==> config.mk <==
export PLATFORM = sky130hd
export DESIGN_NAME = fwd_ctrl_unit
export DESIGN_NICKNAME = d
export VERILOG_FILES = /design/src/rtl/fwd_pkg.sv /design/src/rtl/fwd_src_pick.sv /design/src/rtl/fwd_ctrl_unit.sv
export SDC_FILE = /design/constraint.sdc
export NUM_CORES = 1
export LEC_CHECK = 0
export BUFFER_PORTS_ARGS = -buffer_cell sky130_fd_sc_hd__clkbuf_2
export CAP_MARGIN = 20
export CORE_MARGIN = 4
export CORE_UTILIZATION = 45
export CTS_CLUSTER_SIZE = 28
export DETAILED_ROUTE_END_ITERATION = 12
export HOLD_SLACK_MARGIN = 0.1
export PLACE_DENSITY = 0.75
export SYNTH_ARGS = -nofsm -noshare
export SYNTH_HDL_FRONTEND = slang
export SYNTH_SLANG_ARGS = --single-unit
==> constraint.sdc <==
create_clock -name clk -period 4 [get_ports clk]
set_input_delay 0.2 -clock clk [delete_from_list [all_inputs] [get_ports clk]]
set_output_delay 0.2 -clock clk [all_outputs]
set_load 0.02 [all_outputs]
==> src/rtl/fwd_pkg.sv <==
// Shared types and select codes for the EX-operand forwarding controller.
// Stage entries record what an in-flight instruction will write back.
package fwd_pkg;

    localparam int RA_W = 5;

    localparam logic [2:0] SEL_RF  = 3'b000;
    localparam logic [2:0] SEL_MEM = 3'b001;
    localparam logic [2:0] SEL_WB  = 3'b010;
    localparam logic [2:0] SEL_RET = 3'b011;

    localparam int STG_EX  = 0;
    localparam int STG_MEM = 1;
    localparam int STG_WB  = 2;
    localparam int STG_RET = 3;
    localparam int STG_N   = 4;

    typedef struct packed {
        logic            valid;
        logic            we;
        logic            load;
        logic [RA_W-1:0] rd;
    } stage_ent_t;

    // x0 is hardwired zero, so a write to it is never a forwarding source.
    function automatic logic is_match(input stage_ent_t s, input logic [RA_W-1:0] rs);
        return s.valid & s.we & (s.rd == rs) & (rs != '0);
    endfunction

endpackage

==> src/rtl/fwd_src_pick.sv <==
// Priority encoder choosing one EX operand source from the in-flight stages.
// The youngest matching writer wins, since it holds the newest value.
module fwd_src_pick
    import fwd_pkg::*;
#(
    parameter int SEL_W = 3
) (
    input  logic [RA_W-1:0]  rs_i,
    input  stage_ent_t       ex_i,
    input  stage_ent_t       mem_i,
    input  stage_ent_t       wb_i,
    output logic [SEL_W-1:0] sel_o
);

    // Stage names are as seen from ID; one edge later each result sits one stage further on.
    always_comb begin
        sel_o = SEL_W'(SEL_RF);
        if (is_match(ex_i, rs_i)) begin
            sel_o = SEL_W'(SEL_MEM);
        end else if (is_match(mem_i, rs_i)) begin
            sel_o = SEL_W'(SEL_WB);
        end else if (is_match(wb_i, rs_i)) begin
            sel_o = SEL_W'(SEL_RET);
        end
    end

endmodule

==> src/rtl/fwd_ctrl_unit.sv <==
// Forwarding / load-use hazard controller driving the EX operand mux selects.
// Optional statistics counters are built when FWD_STATS_EN is defined.
module fwd_ctrl_unit
    import fwd_pkg::*;
#(
    parameter int REG_ADDR_W = 5,
    parameter int SEL_W      = 3
`ifdef FWD_STATS_EN
    ,
    parameter int CNT_W      = 32
`endif
) (
    input  logic                  clk,
    input  logic                  rst_n,
    input  logic                  id_valid_i,
    input  logic [REG_ADDR_W-1:0] id_rs1_i,
    input  logic [REG_ADDR_W-1:0] id_rs2_i,
    input  logic [REG_ADDR_W-1:0] id_rd_i,
    input  logic                  id_we_i,
    input  logic                  id_load_i,
    input  logic                  flush_i,
    output logic                  stall_o,
    output logic [SEL_W-1:0]      fwd_sel_a_o,
    output logic [SEL_W-1:0]      fwd_sel_b_o
`ifdef FWD_STATS_EN
    ,
    output logic [CNT_W-1:0]      fwd_cnt_o,
    output logic [CNT_W-1:0]      stall_cnt_o
`endif
);

    stage_ent_t       stg_q [STG_N];
    stage_ent_t       stg_d [STG_N];
    logic [SEL_W-1:0] sel_a_q, sel_a_d;
    logic [SEL_W-1:0] sel_b_q, sel_b_d;
    logic [SEL_W-1:0] pick_a, pick_b;
    logic             stall;
    logic             issue;

    fwd_src_pick #(.SEL_W(SEL_W)) u_pick_a (
        .rs_i  (id_rs1_i),
        .ex_i  (stg_q[STG_EX]),
        .mem_i (stg_q[STG_MEM]),
        .wb_i  (stg_q[STG_WB]),
        .sel_o (pick_a)
    );

    fwd_src_pick #(.SEL_W(SEL_W)) u_pick_b (
        .rs_i  (id_rs2_i),
        .ex_i  (stg_q[STG_EX]),
        .mem_i (stg_q[STG_MEM]),
        .wb_i  (stg_q[STG_WB]),
        .sel_o (pick_b)
    );

    always_comb begin
        // rs2 is checked even for instrs that ignore it; a spurious stall only costs a cycle.
        stall = id_valid_i & ~flush_i
              & stg_q[STG_EX].valid & stg_q[STG_EX].load & stg_q[STG_EX].we
              & (stg_q[STG_EX].rd != '0)
              & ((stg_q[STG_EX].rd == id_rs1_i) | (stg_q[STG_EX].rd == id_rs2_i));
        issue = id_valid_i & ~flush_i & ~stall;

        stg_d[STG_EX] = '0;
        if (issue) begin
            stg_d[STG_EX].valid = 1'b1;
            stg_d[STG_EX].we    = id_we_i;
            stg_d[STG_EX].load  = id_load_i;
            stg_d[STG_EX].rd    = id_rd_i;
        end
        for (int i = 1; i < STG_N; i++) begin
            stg_d[i] = stg_q[i-1];
        end

        sel_a_d = issue ? pick_a : SEL_W'(SEL_RF);
        sel_b_d = issue ? pick_b : SEL_W'(SEL_RF);
    end

    always_ff @(posedge clk or negedge rst_n) begin
        if (!rst_n) begin
            for (int i = 0; i < STG_N; i++) begin
                stg_q[i] <= '0;
            end
            sel_a_q <= SEL_W'(SEL_RF);
            sel_b_q <= SEL_W'(SEL_RF);
        end else begin
            for (int i = 0; i < STG_N; i++) begin
                stg_q[i] <= stg_d[i];
            end
            sel_a_q <= sel_a_d;
            sel_b_q <= sel_b_d;
        end
    end

    assign stall_o     = stall;
    assign fwd_sel_a_o = sel_a_q;
    assign fwd_sel_b_o = sel_b_q;

`ifdef FWD_STATS_EN
    logic [CNT_W-1:0] fwd_cnt_q, fwd_cnt_d;
    logic [CNT_W-1:0] stall_cnt_q, stall_cnt_d;

    // Counted against the value being registered, so A and B can add up to 2 per edge.
    always_comb begin
        fwd_cnt_d   = fwd_cnt_q + CNT_W'(sel_a_d != '0) + CNT_W'(sel_b_d != '0);
        stall_cnt_d = stall_cnt_q + CNT_W'(stall);
    end

    always_ff @(posedge clk or negedge rst_n) begin
        if (!rst_n) begin
            fwd_cnt_q   <= '0;
            stall_cnt_q <= '0;
        end else begin
            fwd_cnt_q   <= fwd_cnt_d;
            stall_cnt_q <= stall_cnt_d;
        end
    end

    assign fwd_cnt_o   = fwd_cnt_q;
    assign stall_cnt_o = stall_cnt_q;
`endif

endmodule
==> results.cfg <==
[detailed_routing]
drc = 0
viasPerCell = 5.42
drtIter0Drc = 29
ant_nets = 0
num_vias = 938
dr.pass1.iters = 4
wl_per_cell_microns = 14.9
routed_wl_microns = 2590

[logic_synthesis]
synth_cell_types = 31
yosys.area.top_type_share_pct = 51.9
ys_ff_latch = 26
yosysSeqAreaShare_pct = 51.9
ys_top_cells_by_area = dfrtp_1, xnor2_1, nor3b_1
synth_area_sq_um = 1250
synth_warnings = 0
syn_inst = 110
synth_edf_count = 0
avgSynthCellArea_sq_um = 11.4
ys.flop_type = dfrtp_1
yosys.area.top_type = dfrtp_1
async_flop_share_pct = 100

[global_routing]
grt_use_total_pct = 16.6
overflow = 0
grt_max_degree = 27
antenna_found_initial = 0
grt_pass1_vias = 1004
grt_pass1_wl_microns = 4490

[power]
irDropWorstVdd_v = 0.000214
swShare_pct = 22.5
power.internal_uw = 404
power_frac_clock_pct = 34.1
powerDensity_nw_per_um2 = 345
seq_power_share_pct = 53.6
p_comb_share_pct = 12.3
switchingPower_uw = 118
p_leak_uw = 0.000657

[min_path]
min_path_cells = 2
hp-start = id_rd_i[3]
hold_class = in -> reg
hold_path_end = stg_d[19]$_DFF_PN0_

[clock_tree]
cts.sinks = 26
post-cts-setup-buffers = 0
clockBufferDepth = 2
cts_root_buf = clkbuf_4
htree_levels = 1
clock_latency_ps = 320
cts.reportedPaths.clkPinSlew_ps = 140
cts_tree = done
cts_buffers = 3

[setup_path]
crit_buf_inv = 1
worstPathRequired_ps = 3800
cp_top_family = simple AND/OR/NAND/NOR gates
cpPeakStageDelay_ps = 470
critPathKind = reg -> out
r2r-start = stg_d[18]$_DFF_PN0_
reg2reg_depth = 5
crit_chain = xnor2_1 > nand3_1 > or3_1 > a21oi_2 > clkbuf_2
timing.reg2reg.setup_slack_ps = 2120
critPathCaptureType = output pin
cp_max_fo = 13
startpoint_type = flip-flop
cp_slowest_cell = a21oi_2
critPathArrivalTime_ps = 2220
r2r_end = stg_d[18]$_DFF_PN0_

[sta]
setup_viol = 0
tns_ps = 0
slew_violations = 0
min_period_over_period_pct = 60.4
finalClockSkew_ps = 1.62
maxSlewHeadroom_pct = 59.5
hold_viol = 0
period_needed_ps = 2420
max_freq_mhz = 414
rsz0062_at_grt = false
worst_slew_pin_slew_ps = 608

[placed_design]
place_area_sq_um = 1390
gp_congestion = 0.842
io_buffers = 25
dp_hpwl_microns = 1900

[cells_and_area]
fillers = 225
layout.nets = 165
area_delta_synth_final_pct = 20.7
mostFrequentLayoutCell = dfrtp_1
drive_above_1_share_pct = 25.9
n_antenna_cell = 0
fin_area_sq_um = 1510
final_cell_mix = dfrtp_1, clkbuf_2, xnor2_1

[die]
initial_core_util_pct = 48.8
num_rows = 18
dieArea_sq_um = 3690
die_x_microns = 60.8
core_region_area_sq_um = 2570
ios = 28
fp.dieH_microns = 60.8

[run_status]
status = finished, final reports clean

[flow_run]
drv_cap = 0
==> cell type report <==
| cell class | instances | area (sq um) | area share, % |
|---|---|---|---|
| clock inverter | 1 | 30.0 | 1.99 |
| inverter | 3 | 11.3 | 0.744 |
| tap | 30 | 37.5 | 2.48 |
| timing repair buffer | 32 | 195 | 12.9 |
| sequential | 26 | 651 | 43.0 |
| clock buffer | 3 | 22.5 | 1.49 |
| multi-input combinational | 78 | 566 | 37.4 |
==> state kept, by name, indices dropped and copies added, names as in the netlist <==
name	flops
fwd_sel_b_o	2
stg_d	22
fwd_sel_a_o	2
==> stage by stage <==
stage / power (uW) / hold WS, ps / setup slack [ps] / cells / util, %
detailed placement: 343 / 242 / 2020 / 162 / 54.1
finish: 522 / 120 / 1580 / 173 / 58.9
CTS: 526 / 106 / 1560 / 172 / 58.5
floorplan: 318 / -95.6 / 2420 / 111 / -
global placement: 341 / 233 / 2080 / 162 / 54.1
global route: 545 / 117 / 1410 / 173 / 58.9
==> worst max path at each step <==
stage / startpoint / cells after the start / endpoint / slack [ps]
4_1_cts: stg_d[18]$_DFF_PN0_ / 5 / stall_o / 1560
3_5_place_dp: stg_d[18]$_DFF_PN0_ / 5 / stall_o / 2020
6_report: stg_d[18]$_DFF_PN0_ / 5 / stall_o / 1580
2_1_floorplan: stg_d[8]$_DFF_PN0_ / 4 / fwd_sel_a_o[0]$_DFF_PN0_ / 2420
5_1_grt: stg_d[18]$_DFF_PN0_ / 5 / stall_o / 1410
3_3_place_gp: stg_d[17]$_DFF_PN0_ / 5 / stall_o / 2080
==> power by group through the flow <==
stage,Clock [uW],Sequential [uW],Combinational [uW]
final,178,280,64.3
after global routing,193,281,71.7
after CTS,182,280,64.1
after global placement,0,284,57.1
after floorplan,0,283,34.7
after detailed placement,0,285,58.8
==> cells in the mapped netlist (3+ instances only) <==
cell / instances
nor4_1: 4
or4_1: 3
xor2_1: 6
nor3b_1: 7
nor3_1: 4
nand3_1: 3
nand2_1: 5
nor2_1: 6
xnor2_1: 20
dfrtp_1: 26
==> cell families after synthesis <==
group	Yosys count	share of synthesized area (%)
buffers and inverters	7	3.29
AND/OR/NAND/NOR	41	19.5
XOR/XNOR	26	18.2
AO/OA/AOI/OAI	9	6.89
flip-flops	26	51.9
other	1	0.299
==> per-layer routing <==
layer,vias to the layer above,GRT usage (%),part of all wire [%]
li1,451,-,-
met1,454,21.9,43
met2,29,27.2,49
met3,4,2.55,6.0
met4,0,6.81,1.4
met5,-,0,0
==> repair_timing <==
action	in CTS	in global routing
setup endpoints to repair	0	0
endpoints found under the hold margin	31	1
hold buffers	6	1
gates resized for setup	0	0
Note: power is estimated with default switching activity, not from simulation.
